===== src/rtl/hitegg_pkg.sv =====
// Shared types and constants for the hit/egg round controller.
package hitegg_pkg;

  typedef enum logic [2:0] {
    ST_IDLE     = 3'd0,
    ST_SPAWN    = 3'd1,
    ST_LATCH    = 3'd2,
    ST_ACTIVE   = 3'd3,
    ST_RESULT   = 3'd4,
    ST_GAMEOVER = 3'd5
  } state_t;

  localparam logic [1:0] COL_NONE   = 2'b00;
  localparam logic [1:0] COL_GREEN  = 2'b01;
  localparam logic [1:0] COL_RED    = 2'b10;
  localparam logic [1:0] COL_YELLOW = 2'b11;

  localparam int PTS_GREEN  = 1;
  localparam int PTS_YELLOW = 2;

  // A usable target has exactly one of bits 16:1 set, bit 0 clear, and a real colour.
  function automatic logic target_ok(input logic [16:0] pos, input logic [1:0] col);
    logic [15:0] p;
    p = pos[16:1];
    return !pos[0] && (p != 16'd0) && ((p & (p - 16'd1)) == 16'd0) && (col != COL_NONE);
  endfunction

endpackage


===== src/rtl/key_edge_sync.sv =====
// Two-flop synchronizer for asynchronous keys followed by a registered rising-edge pulse.
module key_edge_sync #(
  parameter int N = 16
) (
  input  logic         clk,
  input  logic         rst,
  input  logic [N-1:0] i_async,
  output logic [N-1:0] o_rise
);

  logic [N-1:0] r_s1, r_s2, r_s3, r_rise;

  always_ff @(posedge clk or posedge rst) begin
    if (rst) begin
      r_s1   <= '0;
      r_s2   <= '0;
      r_s3   <= '0;
      r_rise <= '0;
    end else begin
      r_s1   <= i_async;
      r_s2   <= r_s1;
      r_s3   <= r_s2;
      r_rise <= r_s2 & ~r_s3;
    end
  end

  assign o_rise = r_rise;

endmodule


===== src/rtl/hit_judge.sv =====
// Round controller: requests a target, shows it, judges the player's key press and
// keeps score and lives.
module hit_judge
  import hitegg_pkg::*;
#(
  parameter int TIMEOUT_TICKS = 1000,
  parameter int RESULT_TICKS  = 300,
  parameter int LIVES_INIT    = 3,
  parameter int SCORE_W       = 8
) (
  input  logic               clk,
  input  logic               rst,
  input  logic               start,
  input  logic               tick,
  input  logic [16:0]        position,
  input  logic [1:0]         color,
  input  logic [15:0]        hit_key,
  output logic               remake,
  output logic [15:0]        target_led,
  output logic [1:0]         target_color,
  output logic [SCORE_W-1:0] score,
  output logic [1:0]         lives,
  output logic               hit_pulse,
  output logic               miss_pulse,
  output logic               game_over,
  output logic [2:0]         state_o
);

  function automatic logic [SCORE_W-1:0] sat_add(input logic [SCORE_W-1:0] a,
                                                 input logic [1:0] b);
    logic [SCORE_W:0] s;
    s = {1'b0, a} + {{(SCORE_W-1){1'b0}}, b};
    return s[SCORE_W] ? '1 : s[SCORE_W-1:0];
  endfunction

  function automatic logic [1:0] dec_lives(input logic [1:0] l);
    return (l == 2'd0) ? 2'd0 : l - 2'd1;
  endfunction

  state_t             r_state;
  logic [15:0]        r_tgt;
  logic [1:0]         r_col;
  logic [15:0]        r_timer;
  logic [SCORE_W-1:0] r_score;
  logic [1:0]         r_lives;
  logic               r_remake, r_hit, r_miss, r_game_over;

  logic [15:0] w_rise;
  logic        w_other, w_on_tgt, w_timeout, w_done;

  key_edge_sync #(.N(16)) u_keys (
    .clk     (clk),
    .rst     (rst),
    .i_async (hit_key),
    .o_rise  (w_rise)
  );

  assign w_other   = |(w_rise & ~r_tgt);
  assign w_on_tgt  = |(w_rise & r_tgt);
  assign w_timeout = (r_timer == 16'(TIMEOUT_TICKS));
  assign w_done    = (r_timer == 16'(RESULT_TICKS));

  always_ff @(posedge clk or posedge rst) begin
    if (rst) begin
      r_state     <= ST_IDLE;
      r_tgt       <= '0;
      r_col       <= COL_NONE;
      r_timer     <= '0;
      r_score     <= '0;
      r_lives     <= '0;
      r_remake    <= 1'b0;
      r_hit       <= 1'b0;
      r_miss      <= 1'b0;
      r_game_over <= 1'b0;
    end else begin
      r_remake <= 1'b0;
      r_hit    <= 1'b0;
      r_miss   <= 1'b0;
      case (r_state)
        ST_IDLE, ST_GAMEOVER: begin
          if (start) begin
            r_state     <= ST_SPAWN;
            r_remake    <= 1'b1;
            r_score     <= '0;
            r_lives     <= 2'(LIVES_INIT);
            r_game_over <= 1'b0;
          end
        end
        ST_SPAWN: r_state <= ST_LATCH;
        ST_LATCH: begin
          if (target_ok(position, color)) begin
            r_tgt   <= position[16:1];
            r_col   <= color;
            r_timer <= '0;
            r_state <= ST_ACTIVE;
          end else begin
            r_remake <= 1'b1;
            r_state  <= ST_SPAWN;
          end
        end
        ST_ACTIVE: begin
          // A stray key beats a target hit; any key edge beats the timeout.
          if (w_other || w_on_tgt || w_timeout) begin
            r_state <= ST_RESULT;
            r_timer <= '0;
            r_tgt   <= '0;
            r_col   <= COL_NONE;
            if (w_other) begin
              r_lives <= dec_lives(r_lives);
              r_miss  <= 1'b1;
            end else if (w_on_tgt) begin
              case (r_col)
                COL_GREEN: begin
                  r_score <= sat_add(r_score, 2'(PTS_GREEN));
                  r_hit   <= 1'b1;
                end
                COL_YELLOW: begin
                  r_score <= sat_add(r_score, 2'(PTS_YELLOW));
                  r_hit   <= 1'b1;
                end
                default: begin
                  r_lives <= dec_lives(r_lives);
                  r_miss  <= 1'b1;
                end
              endcase
            end else if (r_col != COL_RED) begin
              r_lives <= dec_lives(r_lives);
              r_miss  <= 1'b1;
            end
          end else if (tick) begin
            r_timer <= r_timer + 16'd1;
          end
        end
        ST_RESULT: begin
          if (w_done) begin
            r_timer <= '0;
            if (r_lives == 2'd0) begin
              r_state     <= ST_GAMEOVER;
              r_game_over <= 1'b1;
            end else begin
              r_state  <= ST_SPAWN;
              r_remake <= 1'b1;
            end
          end else if (tick) begin
            r_timer <= r_timer + 16'd1;
          end
        end
        default: r_state <= ST_IDLE;
      endcase
    end
  end

  assign remake       = r_remake;
  assign target_led   = r_tgt;
  assign target_color = r_col;
  assign score        = r_score;
  assign lives        = r_lives;
  assign hit_pulse    = r_hit;
  assign miss_pulse   = r_miss;
  assign game_over    = r_game_over;
  assign state_o      = r_state;

endmodule

===== config.mk =====
export PLATFORM = sky130hd
export DESIGN_NAME = hit_judge
export DESIGN_NICKNAME = d
export VERILOG_FILES = /design/src/rtl/hitegg_pkg.sv /design/src/rtl/key_edge_sync.sv /design/src/rtl/hit_judge.sv
export SDC_FILE = /design/constraint.sdc
export NUM_CORES = 1
export LEC_CHECK = 0
export CAP_MARGIN = 20
export CORE_ASPECT_RATIO = 1.4
export CORE_MARGIN = 5
export CORE_UTILIZATION = 50
export DETAILED_ROUTE_END_ITERATION = 10
export PLACE_DENSITY = 0.75
export RECOVER_POWER = 50
export REMOVE_ABC_BUFFERS = 1
export SLEW_MARGIN = 20
export SYNTH_ARGS = -nofsm -noshare
export SYNTH_HDL_FRONTEND = slang
export SYNTH_SLANG_ARGS = --single-unit

===== constraint.sdc =====
create_clock -name clk -period 4.8 [get_ports clk]
set_input_delay 0.48 -clock clk [delete_from_list [all_inputs] [get_ports clk]]
set_output_delay 0.48 -clock clk [all_outputs]
set_load 0.05 [all_outputs]

==> flow_summary.ini <==
[clock_network]
post_cts_resized = 0
worstSkewPairLatency_ps = 410
post_cts_buffers = 0
hold_buffers = 0
cts.path.max_buffers = 2
clkTransAtPathRegs_ps = 60
root_buffer = clkbuf_16
htree_num_levels = 4
numClockSinks = 115
cts_buffers = 17
tritoncts = done

[setup_path]
cp_max_fo = 19
required_ps = 5120
path_class = flip-flop to flip-flop
start_kind = flip-flop
cp.arrival_ps = 3590
cp-end-kind = flip-flop

[synth]
synth.avg_cell_area_um2 = 10.9
synthFlopType = dfrtp_1
synth_cell_types = 66
async_reset_ff_share_pct = 100
synth-edff-count = 0
ys_warn_count = 0
syn-cell-area_mm2 = 0.00499
ys_seq_area_share_pct = 57.7
syn_inst = 459
ys_seq_elements = 115

[die]
start_util_pct = 50.7
die_x_um = 94.4
fp-row-count = 43
ios = 74
die-area_mm2 = 0.0121
coreArea_mm2 = 0.00985
die_y_um = 128

[sta]
setup_violations = 0
rsz0062_at_grt = false
tns_ps = 0
holdWs_ps = 346
skew_ps = 5.26
slew_headroom_pct = 2.76
slew_violations = 0
min_period_ps = 3270
clock.fmax_mhz = 306
post-route-period-util_pct = 68.1
hold_viol = 0
tightest_slew_ps = 1450

[grt]
grt_pass1_vias = 4113
antenna_found_initial = 0
grt_pass1_wl_mm = 20.1
grt_max_degree = 83
grtUsageTotal_pct = 21.5
grt_overflow = 0

[status]
status = finished clean

[power_and_ir_drop]
finalPower_mw = 3.06
peakVddDrop_v = 0.000447
power.internal_mw = 2.07
pwr-share-clk_pct = 41.0
leakage_nw = 2.72
p_sw_uw = 991
swShare_pct = 32.3
seqPwrFrac_pct = 39.8
combPwrFrac_pct = 19.2
power_density_mw_per_mm2 = 476

[job]
drv_cap = 0

[final_layout]
layout_common_cells = 115 x dfrtp_1, 56 x clkdlybuf4s50_1, 30 x nor2b_1
final_common_cell = dfrtp_1
utilization_pct = 65.4
finalNetCount = 577
area_growth_pct = 29.1
fillers = 759
diodes = 0
final_layout_size_suffix_gt1_share_pct = 8.96
fin_area_mm2 = 0.00644

[detailed_routing]
drt-pass1-iter-count = 6
drt-vias-per-instance = 5.92
wl_per_cell_um = 17.9
ant_nets = 0
drc = 0
drt_iter0_drc = 247
vias = 4036
wl_mm = 12.2

[placed_design]
dpl_cell_area_mm2 = 0.00582
post-dp-hpwl_mm = 8.40
numPortBuffers = 73
place_congestion = 0.911

[worst_hold_path]
hp-class = flip-flop to flip-flop
## power groups by stage
stage               Combinational (mW)  Sequential [mW]  Clock [mW]
finish                           0.590             1.22        1.25
global route                     0.648             1.24        1.33
CTS                              0.589             1.22        1.27
detailed placement               0.585             1.23           0
global placement                 0.568             1.22           0
floorplan                        0.316             1.28           0
## layer usage
layer | part of all wire [%] | global-route usage, % | vias up
li1 | - | - | 1842
met1 | 38 | 24.6 | 1984
met2 | 52 | 36.9 | 173
met3 | 6.6 | 5.93 | 37
met4 | 2.8 | 10.1 | 0
met5 | 0 | 0 | -
## cell type report
class	instances	area, um2	area share [%]
sequential	115	2880	44.7
multi-input combinational	297	1920	29.8
timing repair buffer	76	773	12.0
clock buffer	17	425	6.61
clock inverter	15	170	2.64
tap	135	169	2.62
inverter	27	103	1.59
## metrics by stage
step	instances	setup WS (ps)
6_report	682	1530
5_1_grt	682	1300
4_1_cts	681	1640
3_5_place_dp	649	1490
3_3_place_gp	649	1610
2_1_floorplan	439	1280
## worst paths after layout
check / start / endpoint / slack, ps / depth (start not counted)
min in group asynchronous: rst / u_keys.r_s2[8] / 880 / 2
hold reg to reg: u_keys.r_s1[4] / u_keys.r_s2[4] / 350 / 0
setup reg to reg: u_keys.o_rise[12] / r_timer[8] / 1530 / 6
max in group asynchronous: rst / r_timer[0] / 2860 / 3
hold / removal: u_keys.r_s1[4] / u_keys.r_s2[4] / 350 / 0
setup / recovery: u_keys.o_rise[12] / r_timer[8] / 1530 / 6
## Yosys cell counts, types with 3 or more instances
cell type	n	area, um2
a2111oi_0	4	35.0
a21oi_1	10	50.1
a22o_1	18	158
a22oi_1	10	75.1
a2bb2oi_1	3	26.3
a31oi_1	3	18.8
a41oi_1	4	35.0
and2_1	5	31.3
and4_1	3	26.3
buf_2	3	15.0
buf_4	3	22.5
clkbuf_1	12	45.0
dfrtp_1	115	2880
ha_1	4	50.1
inv_1	27	101
mux2i_1	3	30.0
nand2_1	28	105
nand3_1	8	40.0
nand4_1	11	68.8
nor2_1	29	109
nor2b_1	31	194
nor3_1	13	65.1
nor4_1	6	37.5
o21ai_0	16	80.1
o21ai_1	17	85.1
o221ai_1	5	43.8
o22ai_1	12	75.1
o31ai_1	4	30.0
or4_1	4	30.0
## cell families (layout without fill, tap and decap cells)
logic type      count (synthesis)  count (layout)  synth area share, %
simple gates                  158             158                 17.6
compound gates                128             128                 18.3
flops                         115             115                 57.7
buf+inv                        47             135                 4.01
fa+ha+maj                       5               5                 1.23
mux                             4               4                0.828
xor+xnor                        2               2                0.351
## critical path, cell delays in order (launching register included)
cell and delay [ps]:
dfrtp_1 380, nor2b_1 130, a2111oi_0 860, nand4_1 390
nor4_4 900, nor2_1 290, o221ai_1 230
## registers in the layout, summed over array words and instances, names as in the netlist
name,flops
r_timer,16
target_led,16
u_keys.o_rise,16
u_keys.r_s1,16
u_keys.r_s2,16
u_keys.r_s3,16
score,8
state_o,3
lives,2
target_color,2
game_over,1
hit_pulse,1
miss_pulse,1
remake,1
(Power assumes the default switching activity.)
